## config.mk

```make
export PLATFORM = sky130hd
export DESIGN_NAME = lsu_mem_stage_flat
export DESIGN_NICKNAME = d
export VERILOG_FILES = /design/src/rtl/riscv_pkg.sv /design/src/rtl/lsu_mem_stage_if.sv /design/src/rtl/load_align.sv /design/src/rtl/lsu_mem_stage.sv /design/src/flat_wrapper.sv
export SDC_FILE = /design/constraint.sdc
export NUM_CORES = 1
export LEC_CHECK = 0
export BUFFER_PORTS_ARGS = -buffer_cell sky130_fd_sc_hd__buf_4
export CAP_MARGIN = 10
export CORE_AREA = 2 2 99 101
export CTS_CLUSTER_DIAMETER = 80
export DETAILED_ROUTE_END_ITERATION = 12
export DIE_AREA = 0 0 101 103
export GPL_TIMING_DRIVEN = 0
export PLACE_DENSITY = 0.67
export SLEW_MARGIN = 30
export SYNTH_ARGS = -nofsm -noshare
export SYNTH_HDL_FRONTEND = slang
export SYNTH_HIERARCHICAL = 1
export SYNTH_SLANG_ARGS = --single-unit
```

## constraint.sdc

```tcl
create_clock -name i_clk -period 2.4 [get_ports i_clk]
set_input_delay 0.24 -clock i_clk [delete_from_list [all_inputs] [get_ports i_clk]]
set_output_delay 0.24 -clock i_clk [all_outputs]
set_load 0.01 [all_outputs]
```

## src/rtl/riscv_pkg.sv

```systemverilog
// Shared RV32I definitions: load/store funct3 encodings, the LSU state
// encoding and the alignment/legality check used by the MEM-stage LSU.
package riscv_pkg;

    localparam logic [2:0] F3_B  = 3'b000;
    localparam logic [2:0] F3_H  = 3'b001;
    localparam logic [2:0] F3_W  = 3'b010;
    localparam logic [2:0] F3_BU = 3'b100;
    localparam logic [2:0] F3_HU = 3'b101;

    typedef enum logic [1:0] {
        LSU_IDLE      = 2'd0,
        LSU_WAIT_GNT  = 2'd1,
        LSU_WAIT_RESP = 2'd2
    } lsu_state_e;

    // True when the access is misaligned for its size or funct3 is not a
    // legal load/store encoding.
    function automatic logic lsu_fault(input logic [2:0] funct3, input logic [1:0] off);
        logic f;
        case (funct3)
            F3_B, F3_BU: f = 1'b0;
            F3_H, F3_HU: f = off[0];
            F3_W:        f = (off != 2'b00);
            default:     f = 1'b1;
        endcase
        return f;
    endfunction

endpackage

```

## src/rtl/lsu_mem_stage_if.sv

```systemverilog
// Data-memory bus (req/gnt/rvalid). The LSU is the master, memory the slave.
interface lsu_mem_stage_if;
    logic        req;
    logic        we;
    logic [31:0] addr;
    logic [3:0]  be;
    logic [31:0] wdata;
    logic        gnt;
    logic        rvalid;
    logic [31:0] rdata;

    modport master (
        output req, we, addr, be, wdata,
        input  gnt, rvalid, rdata
    );

    modport slave (
        input  req, we, addr, be, wdata,
        output gnt, rvalid, rdata
    );
endinterface

```

## src/rtl/load_align.sv

```systemverilog
// Extracts the addressed byte/halfword from a read word and sign- or
// zero-extends it according to the load funct3. Purely combinational.
module load_align
    import riscv_pkg::*;
(
    input  logic [31:0] i_rdata,
    input  logic [1:0]  i_off,
    input  logic [2:0]  i_funct3,
    output logic [31:0] o_data
);

    logic [7:0]  lane [4];
    logic [7:0]  byte_sel;
    logic [15:0] half_sel;

    genvar gi;
    generate
        for (gi = 0; gi < 4; gi++) begin : g_lane
            assign lane[gi] = i_rdata[8*gi +: 8];
        end
    endgenerate

    // Pick the byte/half at the offset and extend it to 32 bits.
    always_comb begin
        byte_sel = lane[i_off];
        half_sel = i_off[1] ? i_rdata[31:16] : i_rdata[15:0];
        case (i_funct3)
            F3_B:    o_data = {{24{byte_sel[7]}}, byte_sel};
            F3_BU:   o_data = {24'h0, byte_sel};
            F3_H:    o_data = {{16{half_sel[15]}}, half_sel};
            F3_HU:   o_data = {16'h0, half_sel};
            F3_W:    o_data = i_rdata;
            default: o_data = 32'h0;
        endcase
    end

endmodule

```

## src/rtl/lsu_mem_stage.sv

```systemverilog
// MEM-stage load/store unit: issues bus transactions, stalls the pipeline
// while one is outstanding and bubbles MEM/WB until load data returns.
module lsu_mem_stage
    import riscv_pkg::*;
(
    input  logic                    i_clk,
    input  logic                    i_reset_n,
    input  logic                    i_valid,
    input  logic [31:0]             i_alu_result,
    input  logic [31:0]             i_store_data,
    input  logic                    i_mem_read,
    input  logic                    i_mem_write,
    input  logic [2:0]              i_funct3,
    input  logic [4:0]              i_rd,
    input  logic                    i_reg_write,
    input  logic                    i_mem_to_reg,
    lsu_mem_stage_if.master         dmem,
    output logic [31:0]             o_read_data,
    output logic [31:0]             o_alu_result,
    output logic [4:0]              o_rd,
    output logic                    o_reg_write,
    output logic                    o_mem_to_reg,
    output logic                    o_stall,
    output logic                    o_mem_fault
);

    lsu_state_e  state_q, state_d;
    logic [1:0]  off_q, off_d;
    logic [2:0]  funct3_q, funct3_d;
    logic [4:0]  rd_q, rd_d;
    logic        reg_write_q, reg_write_d;
    logic        mem_to_reg_q, mem_to_reg_d;

    logic        mem_op;
    logic [1:0]  off;
    logic        fault_cond;
    logic        idle_fault;
    logic        req;
    logic        resp_done;
    logic        stall_raw;
    logic [31:0] aligned_data;

    load_align u_load_align (
        .i_rdata  (dmem.rdata),
        .i_off    (off_q),
        .i_funct3 (funct3_q),
        .o_data   (aligned_data)
    );

    // Request, stall and fault decode. Reset forces the externally visible
    // handshake outputs low so an abandoned transaction is not re-issued.
    always_comb begin
        mem_op     = i_valid & (i_mem_read | i_mem_write);
        off        = i_alu_result[1:0];
        fault_cond = lsu_fault(i_funct3, off);
        idle_fault = (state_q == LSU_IDLE) & mem_op & fault_cond;
        req        = ((state_q == LSU_IDLE) & mem_op & ~fault_cond) |
                     (state_q == LSU_WAIT_GNT);
        resp_done  = (state_q == LSU_WAIT_RESP) & dmem.rvalid;
        stall_raw  = ~(((state_q == LSU_IDLE) & ~mem_op) |
                       idle_fault |
                       (req & dmem.gnt & i_mem_write) |
                       resp_done);

        dmem.req    = req & i_reset_n;
        o_stall     = stall_raw & i_reset_n;
        o_mem_fault = idle_fault & i_reset_n;
        dmem.we     = i_mem_write;
        dmem.addr   = {i_alu_result[31:2], 2'b00};
    end

    // Store lane replication and byte enables; loads read the full word.
    always_comb begin
        dmem.be    = 4'b1111;
        dmem.wdata = 32'h0;
        if (i_mem_write) begin
            case (i_funct3)
                F3_B: begin
                    dmem.be    = 4'b0001 << off;
                    dmem.wdata = {4{i_store_data[7:0]}};
                end
                F3_H: begin
                    dmem.be    = 4'b0011 << off;
                    dmem.wdata = {2{i_store_data[15:0]}};
                end
                default: begin
                    dmem.be    = 4'b1111;
                    dmem.wdata = i_store_data;
                end
            endcase
        end
    end

    // MEM/WB outputs: latched load fields during a response, live inputs
    // otherwise, with writeback suppressed while stalled or faulting.
    always_comb begin
        o_alu_result = i_alu_result;
        if (state_q == LSU_WAIT_RESP) begin
            o_rd         = rd_q;
            o_reg_write  = resp_done & reg_write_q;
            o_mem_to_reg = resp_done & mem_to_reg_q;
            o_read_data  = resp_done ? aligned_data : 32'h0;
        end else begin
            o_rd         = i_rd;
            o_reg_write  = i_valid & i_reg_write & ~stall_raw & ~idle_fault;
            o_mem_to_reg = i_valid & i_mem_to_reg & ~stall_raw & ~idle_fault;
            o_read_data  = 32'h0;
        end
    end

    // Next-state logic; load fields are captured on the grant cycle.
    always_comb begin
        state_d      = state_q;
        off_d        = off_q;
        funct3_d     = funct3_q;
        rd_d         = rd_q;
        reg_write_d  = reg_write_q;
        mem_to_reg_d = mem_to_reg_q;
        case (state_q)
            LSU_IDLE, LSU_WAIT_GNT: begin
                if (req) begin
                    if (!dmem.gnt) begin
                        state_d = LSU_WAIT_GNT;
                    end else if (i_mem_write) begin
                        state_d = LSU_IDLE;
                    end else begin
                        state_d      = LSU_WAIT_RESP;
                        off_d        = off;
                        funct3_d     = i_funct3;
                        rd_d         = i_rd;
                        reg_write_d  = i_reg_write;
                        mem_to_reg_d = i_mem_to_reg;
                    end
                end
            end
            LSU_WAIT_RESP: begin
                if (dmem.rvalid) begin
                    state_d = LSU_IDLE;
                end
            end
            default: state_d = LSU_IDLE;
        endcase
    end

    // State and latched load fields.
    always_ff @(posedge i_clk or negedge i_reset_n) begin
        if (!i_reset_n) begin
            state_q      <= LSU_IDLE;
            off_q        <= 2'b00;
            funct3_q     <= 3'b000;
            rd_q         <= 5'd0;
            reg_write_q  <= 1'b0;
            mem_to_reg_q <= 1'b0;
        end else begin
            state_q      <= state_d;
            off_q        <= off_d;
            funct3_q     <= funct3_d;
            rd_q         <= rd_d;
            reg_write_q  <= reg_write_d;
            mem_to_reg_q <= mem_to_reg_d;
        end
    end

endmodule
```

## src/flat_wrapper.sv

```systemverilog
// flat-port wrapper written by rule: the top's interface ports become plain ports
module lsu_mem_stage_flat import riscv_pkg::*;
  (i_clk, i_reset_n, i_valid, i_alu_result, i_store_data, i_mem_read, i_mem_write, i_funct3, i_rd, i_reg_write, i_mem_to_reg, o_read_data, o_alu_result, o_rd, o_reg_write, o_mem_to_reg, o_stall, o_mem_fault, dmem_req, dmem_we, dmem_addr, dmem_be, dmem_wdata, dmem_gnt, dmem_rvalid, dmem_rdata);
  lsu_mem_stage_if dmem_i ();
  input  logic i_clk;
  input  logic i_reset_n;
  input  logic i_valid;
  input  logic [31:0] i_alu_result;
  input  logic [31:0] i_store_data;
  input  logic i_mem_read;
  input  logic i_mem_write;
  input  logic [2:0] i_funct3;
  input  logic [4:0] i_rd;
  input  logic i_reg_write;
  input  logic i_mem_to_reg;
  output logic [31:0] o_read_data;
  output logic [31:0] o_alu_result;
  output logic [4:0] o_rd;
  output logic o_reg_write;
  output logic o_mem_to_reg;
  output logic o_stall;
  output logic o_mem_fault;
  output wire logic [$bits(dmem_i.req)-1:0] dmem_req;
  output wire logic [$bits(dmem_i.we)-1:0] dmem_we;
  output wire logic [$bits(dmem_i.addr)-1:0] dmem_addr;
  output wire logic [$bits(dmem_i.be)-1:0] dmem_be;
  output wire logic [$bits(dmem_i.wdata)-1:0] dmem_wdata;
  input wire logic [$bits(dmem_i.gnt)-1:0] dmem_gnt;
  input wire logic [$bits(dmem_i.rvalid)-1:0] dmem_rvalid;
  input wire logic [$bits(dmem_i.rdata)-1:0] dmem_rdata;
  assign dmem_req = dmem_i.req;
  assign dmem_we = dmem_i.we;
  assign dmem_addr = dmem_i.addr;
  assign dmem_be = dmem_i.be;
  assign dmem_wdata = dmem_i.wdata;
  assign dmem_i.gnt = dmem_gnt;
  assign dmem_i.rvalid = dmem_rvalid;
  assign dmem_i.rdata = dmem_rdata;
  lsu_mem_stage u_core (.i_clk(i_clk), .i_reset_n(i_reset_n), .i_valid(i_valid), .i_alu_result(i_alu_result), .i_store_data(i_store_data), .i_mem_read(i_mem_read), .i_mem_write(i_mem_write), .i_funct3(i_funct3), .i_rd(i_rd), .i_reg_write(i_reg_write), .i_mem_to_reg(i_mem_to_reg), .dmem(dmem_i), .o_read_data(o_read_data), .o_alu_result(o_alu_result), .o_rd(o_rd), .o_reg_write(o_reg_write), .o_mem_to_reg(o_mem_to_reg), .o_stall(o_stall), .o_mem_fault(o_mem_fault));
endmodule
```

-- Word-level counts from Yosys, hierarchy flattened
Cells that the tools add are included.
- magnitude comparators: 1
- eq/ne operators: 12
- shift-type cells: 2
- muxes and demuxes: 20
- bitwise logic cells: 30
- reduce and logical (&&, ||, !) cells: 9
- operators with widths (cell ; number):
    $pmux 32 s5 ; 1
    $mux 32 ; 3
    $pmux 32 s2 ; 1
    $and 1x1->1 ; 19
    $bmux 8 s2 ; 1
    $mux 16 ; 1
    $mux 8 ; 2
    $eq 3x3->1 const B ; 4
    $mux 2 ; 4
    $pmux 4 s2 ; 1
    $eq 3x1->1 const B ; 2
    $eq 3x2->1 const B ; 2
    $logic_not 3->1 ; 2
    $reduce_or 2->1 ; 3
    $mux 5 ; 1
    $not 1->1 ; 5
    $or 1x1->1 ; 5
    $mux 4 ; 1
    $pmux 2 s2 ; 1
    $reduce_and 4->1 ; 1
    $shl 1x2->4 const A ; 1
    $shl 2x2->4 const A ; 1
    $ge 3x3->1 const B ; 1
    $not 2->3 ; 1
    9 further kinds ; 10
- register bits after elaboration: 14
- input bits: 113
- output and inout port bits: 143
- logic and storage cells: 80

-- Logic depth before layout (Yosys ltp)
Gate-level depths: netlist of run 1.
- word-level depth: 13
- mapped depth: 7
- mapped depth without buffers: 4

-- Modules after synthesis
Netlist of run 1, hierarchy kept.
- by module, submodules not included (module ; times used ; cells an instance ; area an instance (um^2)):
    lsu_mem_stage ; 1 ; 268 ; 2085.8
    load_align ; 1 ; 110 ; 724.4

-- Worst setup path after synthesis of run 1
OpenSTA, ideal clock, no wires.
- kind: register to output
- start point: register u_core.off_q[1]
- end point: output o_read_data[16]
- arrival: 1.862 ns
- setup slack: 0.298 ns
- cell stages (with the launch flop): 7
- path buffers: 2
- cell sequence: dfrtp_1 > buf_6 > mux2_4 > a222oi_1 > buf_6 > a21oi_1 > and3_1
- word-level cells in the longest chain between the ends: 7
- elaborated cells on any way between the ends: 8
- those cells by class: 7 x mux; 1 x bitwise
- ends and longest elaborated chain (item ; line ; RTL):
    from (decl) ; lsu_mem_stage.sv:28 ; logic [1:0] off_q, off_d;
    from (signal assigned) ; lsu_mem_stage.sv:149 ; off_q <= 2'b00;
    from (signal assigned) ; lsu_mem_stage.sv:156 ; off_q <= off_d;
    $not 2->3 (not written as such) ; load_align.sv:25 ; byte_sel = lane[i_off];
    $bmux 8 s2 ; load_align.sv:25 ;
    $mux 8 (not written as such) (2 in a row) ; load_align.sv:25 ;
    $pmux 32 s5 * ; load_align.sv:27 ; case (i_funct3)
    via u_core.aligned_data[16] ; lsu_mem_stage.sv:41 ; logic [31:0] aligned_data;
    $mux 32 * ; lsu_mem_stage.sv:102 ; o_read_data = resp_done ? aligned_data : 32'h0;
    $mux 32 * ; lsu_mem_stage.sv:98 ; if (state_q == LSU_WAIT_RESP) begin
    to (decl) ; flat_wrapper.sv:16 ; output logic [31:0] o_read_data;
Mark *: on every way through the listed nets, which the timed path passes. The rest lies on a longest branch. The select of a mux whose other input is x is not followed.

-- Final worst setup path of run 1
- start point: register u_core.off_q[1]
- end point: output o_read_data[17]
Same word-level chain as after synthesis.

==> flow_metrics.py, run 1 <==
metrics = {
    "sta": {
        "min_period_ns": 2.406,
        "finalCritPeriodShare_pct": 100.3,
        "setup_violations": 3,
        "holdWs_ns": 0.1690,
        "slew_violations": 0,
        "final_hold_viol_count": 0,
        "maxSlewHeadroom_pct": 50.13,
        "fin_ws_ns": -0.006016,
        "skew_ns": 0.002025,
        "tightest_slew_ns": 0.7480,
        "rsz0062_at_grt": "yes",
        "fmaxAchievable_mhz": 415.6,
    },
    "clock_network": {
        "cts_buffer_depth": 2,
        "clk_latency_ns": 0.24,
        "clock-root-buffer": "clkbuf_8",
        "clock-sinks": 14,
        "numCtsBuffers": 3,
        "clkTransAtPathRegs_ns": 0.05,
        "h-tree-depth": 1,
        "cts_tree": "built",
    },
    "synth": {
        "syn_inst": 378,
        "yosysUniqueCellTypes": 42,
        "syn_area_per_cell_sq_um": 7.434,
        "synth-seq-cells": 14,
        "ys_seq_area_share_pct": 12.47,
        "yosysTopAreaCellShare_pct": 17.36,
        "yosysTopAreaCell": "buf_4",
        "syn_area_sq_mm": 0.002810,
        "synth.area.top_cells": "buf_4 17%, dfrtp_1 12%, mux2_2 9.2%",
        "yosysWarnings": 6,
    },
    "grt": {
        "grt_antenna_before_repair": 0,
        "grt_pass1_wl_microns": 16100,
        "grt_max_degree": 16,
        "grtUsageTotal_pct": 19.22,
        "first_global_vias": 3249,
        "grt_overflow": 0,
    },
    "floorplanning": {
        "die_width_microns": 101,
        "core_sq_mm": 0.009459,
        "fp.dieH_microns": 103,
        "num_rows": 36,
        "initial_utilization_pct": 29.71,
        "pin_count": 256,
        "dieArea_sq_mm": 0.01040,
    },
    "setup_path": {
        "cp_num_buf_inv": 4,
        "cp.required_ns": 2.16,
        "critical_path_arrival_ns": 2.17,
        "path_delay_family": "buffers and inverters",
        "start_kind": "flop",
        "cp_cell_sequence": "buf_6, mux2_4, a222oi_1, buf_2, buf_6, a21oi_1, and3_1, buf_6",
        "slowest_stage": "dfrtp_1",
        "cpPeakStageDelay_ns": 0.38,
        "end_kind": "output port",
        "crit_fanout": 5,
        "criticalPathCategory": "reg2out",
        "cpMostUsedCell": "buf_6",
    },
    "layout": {
        "drive_gt1_share_pct": 57.40,
        "fillers": 924,
        "stdcell_area_sq_mm": 0.004816,
        "syn2layout_area_growth_pct": 71.37,
        "finalNetCount": 723,
        "n_antenna_cell": 0,
    },
    "detailed_routing": {
        "dr_total_vias": 3563,
        "routedWlPerCell_microns": 15.41,
        "drt-initial-drc-count": 121,
        "antenna_left": 0,
        "wirelength_microns": 11130,
        "drc": 0,
        "drt_pass1_iterations": 4,
        "via_per_inst": 4.935,
    },
    "place": {
        "hpwl_microns": 9281,
        "pre_cts_ws_ns": -0.1327,
        "place_congestion": 0.8752,
        "numPortBuffers": 221,
        "placed_cell_area_sq_mm": 0.004621,
    },
    "power": {
        "total_power_mw": 2.119,
        "power_density_mw_per_mm2": 440.1,
        "p_sw_uw": 864.1,
        "p_int_mw": 1.255,
        "sw_frac_of_total_pct": 40.77,
        "seq_power_share_pct": 17.8,
        "p_clk_share_pct": 8.8,
        "combinationalPowerShare_pct": 73.4,
        "ir_worst_vdd_mv": 0.2000,
        "leakagePower_nw": 2.616,
    },
    "status": {
        "status": "complete, but fails checks",
        "violations": "setup timing",
    },
    "min_path": {
        "min_path_type": "in2reg",
    },
    "job": {
        "max-cap-violations": 0,
    },
}
==> final timing paths <==
| kind | startpoint | endpoint | slack, ns | cells past startpoint |
|---|---|---|---|---|
| max | u_core/off_q[1]$_DFFE_PN0P_ | o_read_data[17] | -0.006 | 8 |
| min | dmem_gnt | u_core/state_q[0]$_DFFE_PN0P_ | 0.17 | 2 |
| max reg2reg | u_core/state_q[1]$_DFFE_PN0P_ | u_core/rd_q[0]$_DFFE_PN0P_ | 0.92 | 4 |
| min reg2reg | u_core/rd_q[3]$_DFFE_PN0P_ | u_core/rd_q[3]$_DFFE_PN0P_ | 0.51 | 1 |
| max in group asynchronous | i_reset_n | u_core/off_q[0]$_DFFE_PN0P_ | 1.84 | 2 |
| min in group asynchronous | i_reset_n | u_core/rd_q[0]$_DFFE_PN0P_ | 0.39 | 2 |
==> flip-flops by register name, summed over array words and instances (netlist names) <==
register	flops
u_core/state_q	2
u_core/off_q	2
u_core/rd_q	5
u_core/reg_write_q	1
u_core/funct3_q	3
u_core/mem_to_reg_q	1
==> per-layer routing <==
| layer | global-route usage, % | share of wire, % | up-vias |
|---|---|---|---|
| met4 | 5.613 | 1.6 | 0 |
| met5 | 0 | 0 | - |
| met1 | 23.05 | 38 | 1634 |
| met3 | 2.983 | 8.8 | 14 |
| met2 | 35.44 | 51 | 190 |
| li1 | - | - | 1725 |
==> what timing repair did <==
item | CTS | global route
gates cloned | 0 | 1
setup buffers | 2 | 2
setup endpoints to repair | 27 | 23
hold buffers | 1 | 0
resized for setup | 9 | 24
endpoints found under the hold margin | 14 | 0
pin swaps | 1 | 2
==> synthesized netlist by cell type (all sizes together) <==
cell type  instances
mux2              33
mux4               1
a31o               1
conb               1
buf               73
and2               8
nand3              2
mux2i             14
o311ai             1
a21oi             17
a21boi            16
a21o               1
a222oi             1
nor2b              2
inv                5
o211a              8
or2                1
nor3b              4
or2b               1
a22o               3
and3              34
nand2             57
nor4               2
a22oi              8
clkbuf            24
o2111ai            1
o21ai             26
a32oi              1
nor2               6
nand2b             2
dfrtp             14
or4                1
nor3               3
o211ai             4
a211oi             1
o31ai              1
==> placed cells by master, fill, tap and decap left out, types with 14 or more instances in the layout <==
cell type,n
and3_1,32
buf_6,18
a21oi_1,14
mux2i_1,14
a21boi_0,16
mux2_2,22
buf_4,277
nand2_1,57
clkbuf_1,20
dfrtp_1,14
o21ai_0,25
==> final cells by class <==
class / count / area [sq um] / share of cell area, %
inverters: 5 / 18.77 / 0.3897
clock buffers: 3 / 41.29 / 0.8574
well taps: 114 / 142.6 / 2.962
plain buffers: 95 / 645.6 / 13.41
repair buffers: 228 / 1764 / 36.63
multi-input cells: 263 / 1853 / 38.48
flip-flops and latches: 14 / 350.3 / 7.275
==> logic make-up (layout without fill, tap and decap cells) <==
family / after synthesis / count (layout) / share of synthesized area [%]
simple gates: 123 / 123 / 21.82
mux: 48 / 48 / 20.48
other cells: 1 / 2 / 0.1334
compound gates: 90 / 90 / 21.60
flops: 14 / 14 / 12.47
buf+inv: 102 / 331 / 23.51
==> metrics by stage <==
stage          utilization [%]   TNS (ns)  std cells
6_report                 50.91  -0.007099        722
3_5_place_dp             48.85     -1.209        715
5_1_grt                  50.91     -1.399        722
3_3_place_gp             48.80     -3.872        714
4_1_cts                  49.78          0        719
2_1_floorplan                -          0        379
==> power groups by stage <==
stage,clock (mW),sequential (mW),combinational (mW)
5_1_grt,0.203,0.385,1.68
2_1_floorplan,0,0.352,0.924
3_3_place_gp,0,0.366,1.40
4_1_cts,0.191,0.376,1.47
3_5_place_dp,0,0.372,1.43
6_report,0.186,0.376,1.56
==> worst reg2reg max path, delay by kind of cell, from the launching register on <==
family,cells,cell delay [ns]
compound gates,1,0.15
buf+inv,1,0.18
flops,1,0.45
mux,1,0.30
simple gates,1,0.29
Power figures use the tool's default switching activity.
==> run 2, diff against run 1 <==
--- a/config.mk
+++ b/config.mk
@@ -5,6 +5,7 @@
 export SDC_FILE = /design/constraint.sdc
 export NUM_CORES = 1
 export LEC_CHECK = 0
+export ABC_CLOCK_PERIOD_IN_PS = 2400
 export BUFFER_PORTS_ARGS = -buffer_cell sky130_fd_sc_hd__buf_4
 export CAP_MARGIN = 10
 export CORE_AREA = 2 2 99 101
@@ -13,6 +14,7 @@
 export DIE_AREA = 0 0 101 103
 export GPL_TIMING_DRIVEN = 0
 export PLACE_DENSITY = 0.67
+export RECOVER_POWER = 50
 export SLEW_MARGIN = 30
 export SYNTH_ARGS = -nofsm -noshare
 export SYNTH_HDL_FRONTEND = slang
==> run 2 against run 1 <==
The flow now finishes without violations. Die area unchanged. Count of clock-buffer cells in the layout unchanged. Cell count did not move. Total power decreased by 1.9%. Setup slack gained 0.013 ns. Sequential share of layout area up 0.36 points. Critical path depth fell by 1. Critical endpoint is now o_read_data[23]. Largest power group unchanged.
==> flow_metrics.py, run 2 (synthesized netlist as in run 1, its figures left out) <==
metrics = {
    "status": {
        "status": "complete, no violations",
    },
    "detailed_routing": {
        "drt-initial-drc-count": 124,
        "routedWlPerCell_microns": 15.51,
        "drt_pass1_iterations": 4,
        "wirelength_microns": 11200,
        "antenna_left": 0,
        "dr_total_vias": 3580,
        "drc": 0,
        "via_per_inst": 4.958,
    },
    "clock_network": {
        "clkTransAtPathRegs_ns": 0.05,
        "h-tree-depth": 1,
        "cts_buffer_depth": 2,
        "numCtsBuffers": 3,
        "clock-sinks": 14,
        "clk_latency_ns": 0.24,
        "cts_tree": "built",
        "clock-root-buffer": "clkbuf_8",
    },
    "floorplanning": {
        "initial_utilization_pct": 29.71,
        "core_sq_mm": 0.009459,
        "die_width_microns": 101,
        "num_rows": 36,
        "fp.dieH_microns": 103,
        "pin_count": 256,
        "dieArea_sq_mm": 0.01040,
    },
    "setup_path": {
        "cp_num_buf_inv": 3,
        "path_delay_family": "buffers and inverters",
        "cpPeakStageDelay_ns": 0.42,
        "crit_fanout": 5,
        "cp_cell_sequence": "mux2_2, a222oi_1, buf_2, buf_6, a21oi_1, and3_1, buf_6",
        "end_kind": "output port",
        "critical_path_arrival_ns": 2.15,
        "cpMostUsedCell": "buf_6",
        "criticalPathCategory": "reg2out",
        "start_kind": "flop",
        "cp.required_ns": 2.16,
        "slowest_stage": "dfrtp_1",
    },
    "power": {
        "power_density_mw_per_mm2": 452.8,
        "leakagePower_nw": 2.398,
        "ir_worst_vdd_mv": 0.1995,
    },
    "sta": {
        "fmaxAchievable_mhz": 417.9,
        "rsz0062_at_grt": "yes",
        "final_hold_viol_count": 0,
        "maxSlewHeadroom_pct": 50.93,
        "setup_violations": 0,
        "tightest_slew_ns": 0.7333,
        "slew_violations": 0,
        "min_period_ns": 2.393,
        "finalCritPeriodShare_pct": 99.71,
        "skew_ns": 0.002501,
    },
    "layout": {
        "final_core_util_pct": 48.53,
        "regMostFlops": "u_core/rd_q",
        "n_antenna_cell": 0,
        "finalNetCount": 723,
        "drive_gt1_share_pct": 47.53,
        "final_common_cell": "buf_4",
        "stdcell_area_sq_mm": 0.004591,
        "largest_registers": "u_core/rd_q x5, u_core/funct3_q x3",
        "largest_reg_flops": 5,
        "fillers": 973,
        "syn2layout_area_growth_pct": 63.36,
        "layout_common_cells": "217 x buf_4, 80 x clkbuf_1, 57 x nand2_1, 32 x and3_1, 25 x o21ai_0",
    },
    "grt": {
        "grt_overflow": 0,
        "grtUsageTotal_pct": 19.22,
        "grt_pass1_wl_microns": 16100,
        "grt_max_degree": 16,
        "first_global_vias": 3249,
        "grt_antenna_before_repair": 0,
    },
    "place": {
        "numPortBuffers": 221,
        "hpwl_microns": 9281,
        "place_congestion": 0.8752,
        "placed_cell_area_sq_mm": 0.004621,
    },
    "job": {
        "max-cap-violations": 0,
    },
    "min_path": {
        "min_path_type": "in2reg",
    },
}
## run 2: cell types whose count changed in the layout (fill, tap and decap cells not counted), sizes merged
cell / delta
buf: -60
clkbuf: +60
## run 2: worst register-to-register path, stage by stage, from the launching register on
cell and delay [ns]:
dfrtp_1 0.45, nor3b_1 0.29, o21ai_2 0.15, buf_6 0.18, mux2_4 0.30
## run 2: final timing paths
kind | startpoint | end | slack (ns) | cells after the start
max | u_core/off_q[0]$_DFFE_PN0P_ | o_read_data[23] | 0.007 | 7
min in group asynchronous | i_reset_n | u_core/rd_q[0]$_DFFE_PN0P_ | 0.39 | 2
min reg2reg | u_core/rd_q[3]$_DFFE_PN0P_ | u_core/rd_q[3]$_DFFE_PN0P_ | 0.51 | 1
min | dmem_gnt | u_core/state_q[0]$_DFFE_PN0P_ | 0.17 | 2
max in group asynchronous | i_reset_n | u_core/off_q[0]$_DFFE_PN0P_ | 1.84 | 2
max reg2reg | u_core/state_q[1]$_DFFE_PN0P_ | u_core/funct3_q[2]$_DFFE_PN0P_ | 0.92 | 4
## run 2: area by class of cell
cell class / count / area (sq um) / share of cell area [%]
flip-flops and latches: 14 / 350.3 / 7.632
multi-input cells: 263 / 1853 / 40.37
well taps: 114 / 142.6 / 3.107
plain buffers: 95 / 645.6 / 14.06
repair buffers: 228 / 1539 / 33.52
clock buffers: 3 / 41.29 / 0.8994
inverters: 5 / 18.77 / 0.4088
## run 2: metal layers
layer,GRT usage [%],vias to the layer above,part of all wire (%)
met3,2.983,14,8.8
li1,-,1726,-
met4,5.613,0,1.6
met2,35.44,200,51
met5,0,-,0
met1,23.05,1640,39
## run 2: through the flow
step           hold slack, ns  setup WS (ns)  TNS (ns)  total power, mW  cells
2_1_floorplan        -0.05559         0.2981         0            1.276    379
3_3_place_gp          0.09845        -0.3036    -3.872            1.769    714
3_5_place_dp           0.1014        -0.1327    -1.209            1.801    715
4_1_cts                0.1659    0.000004441         0            2.042    719
5_1_grt                0.1749        -0.1060    -1.399            2.227    722
6_report               0.1692       0.006988         0            2.079    722
## run 2: power by group
| part | internal, mW | leakage (nW) | switching, mW |
|---|---|---|---|
| Clock | 0.111 | 0.0216 | 0.0753 |
| Sequential | 0.309 | 0.171 | 0.0683 |
| Combinational | 0.794 | 2.21 | 0.721 |
| Total | 1.21 | 2.40 | 0.865 |
## run 2: timing repair
item / in CTS / in global routing
hold buffers: 1 / 0
cloned: 0 / 1
setup endpoints to repair: 27 / 23
hold endpoints to repair: 14 / 0
gates resized for setup: 9 / 24
pin swaps: 1 / 2
buffers inserted: 2 / 2
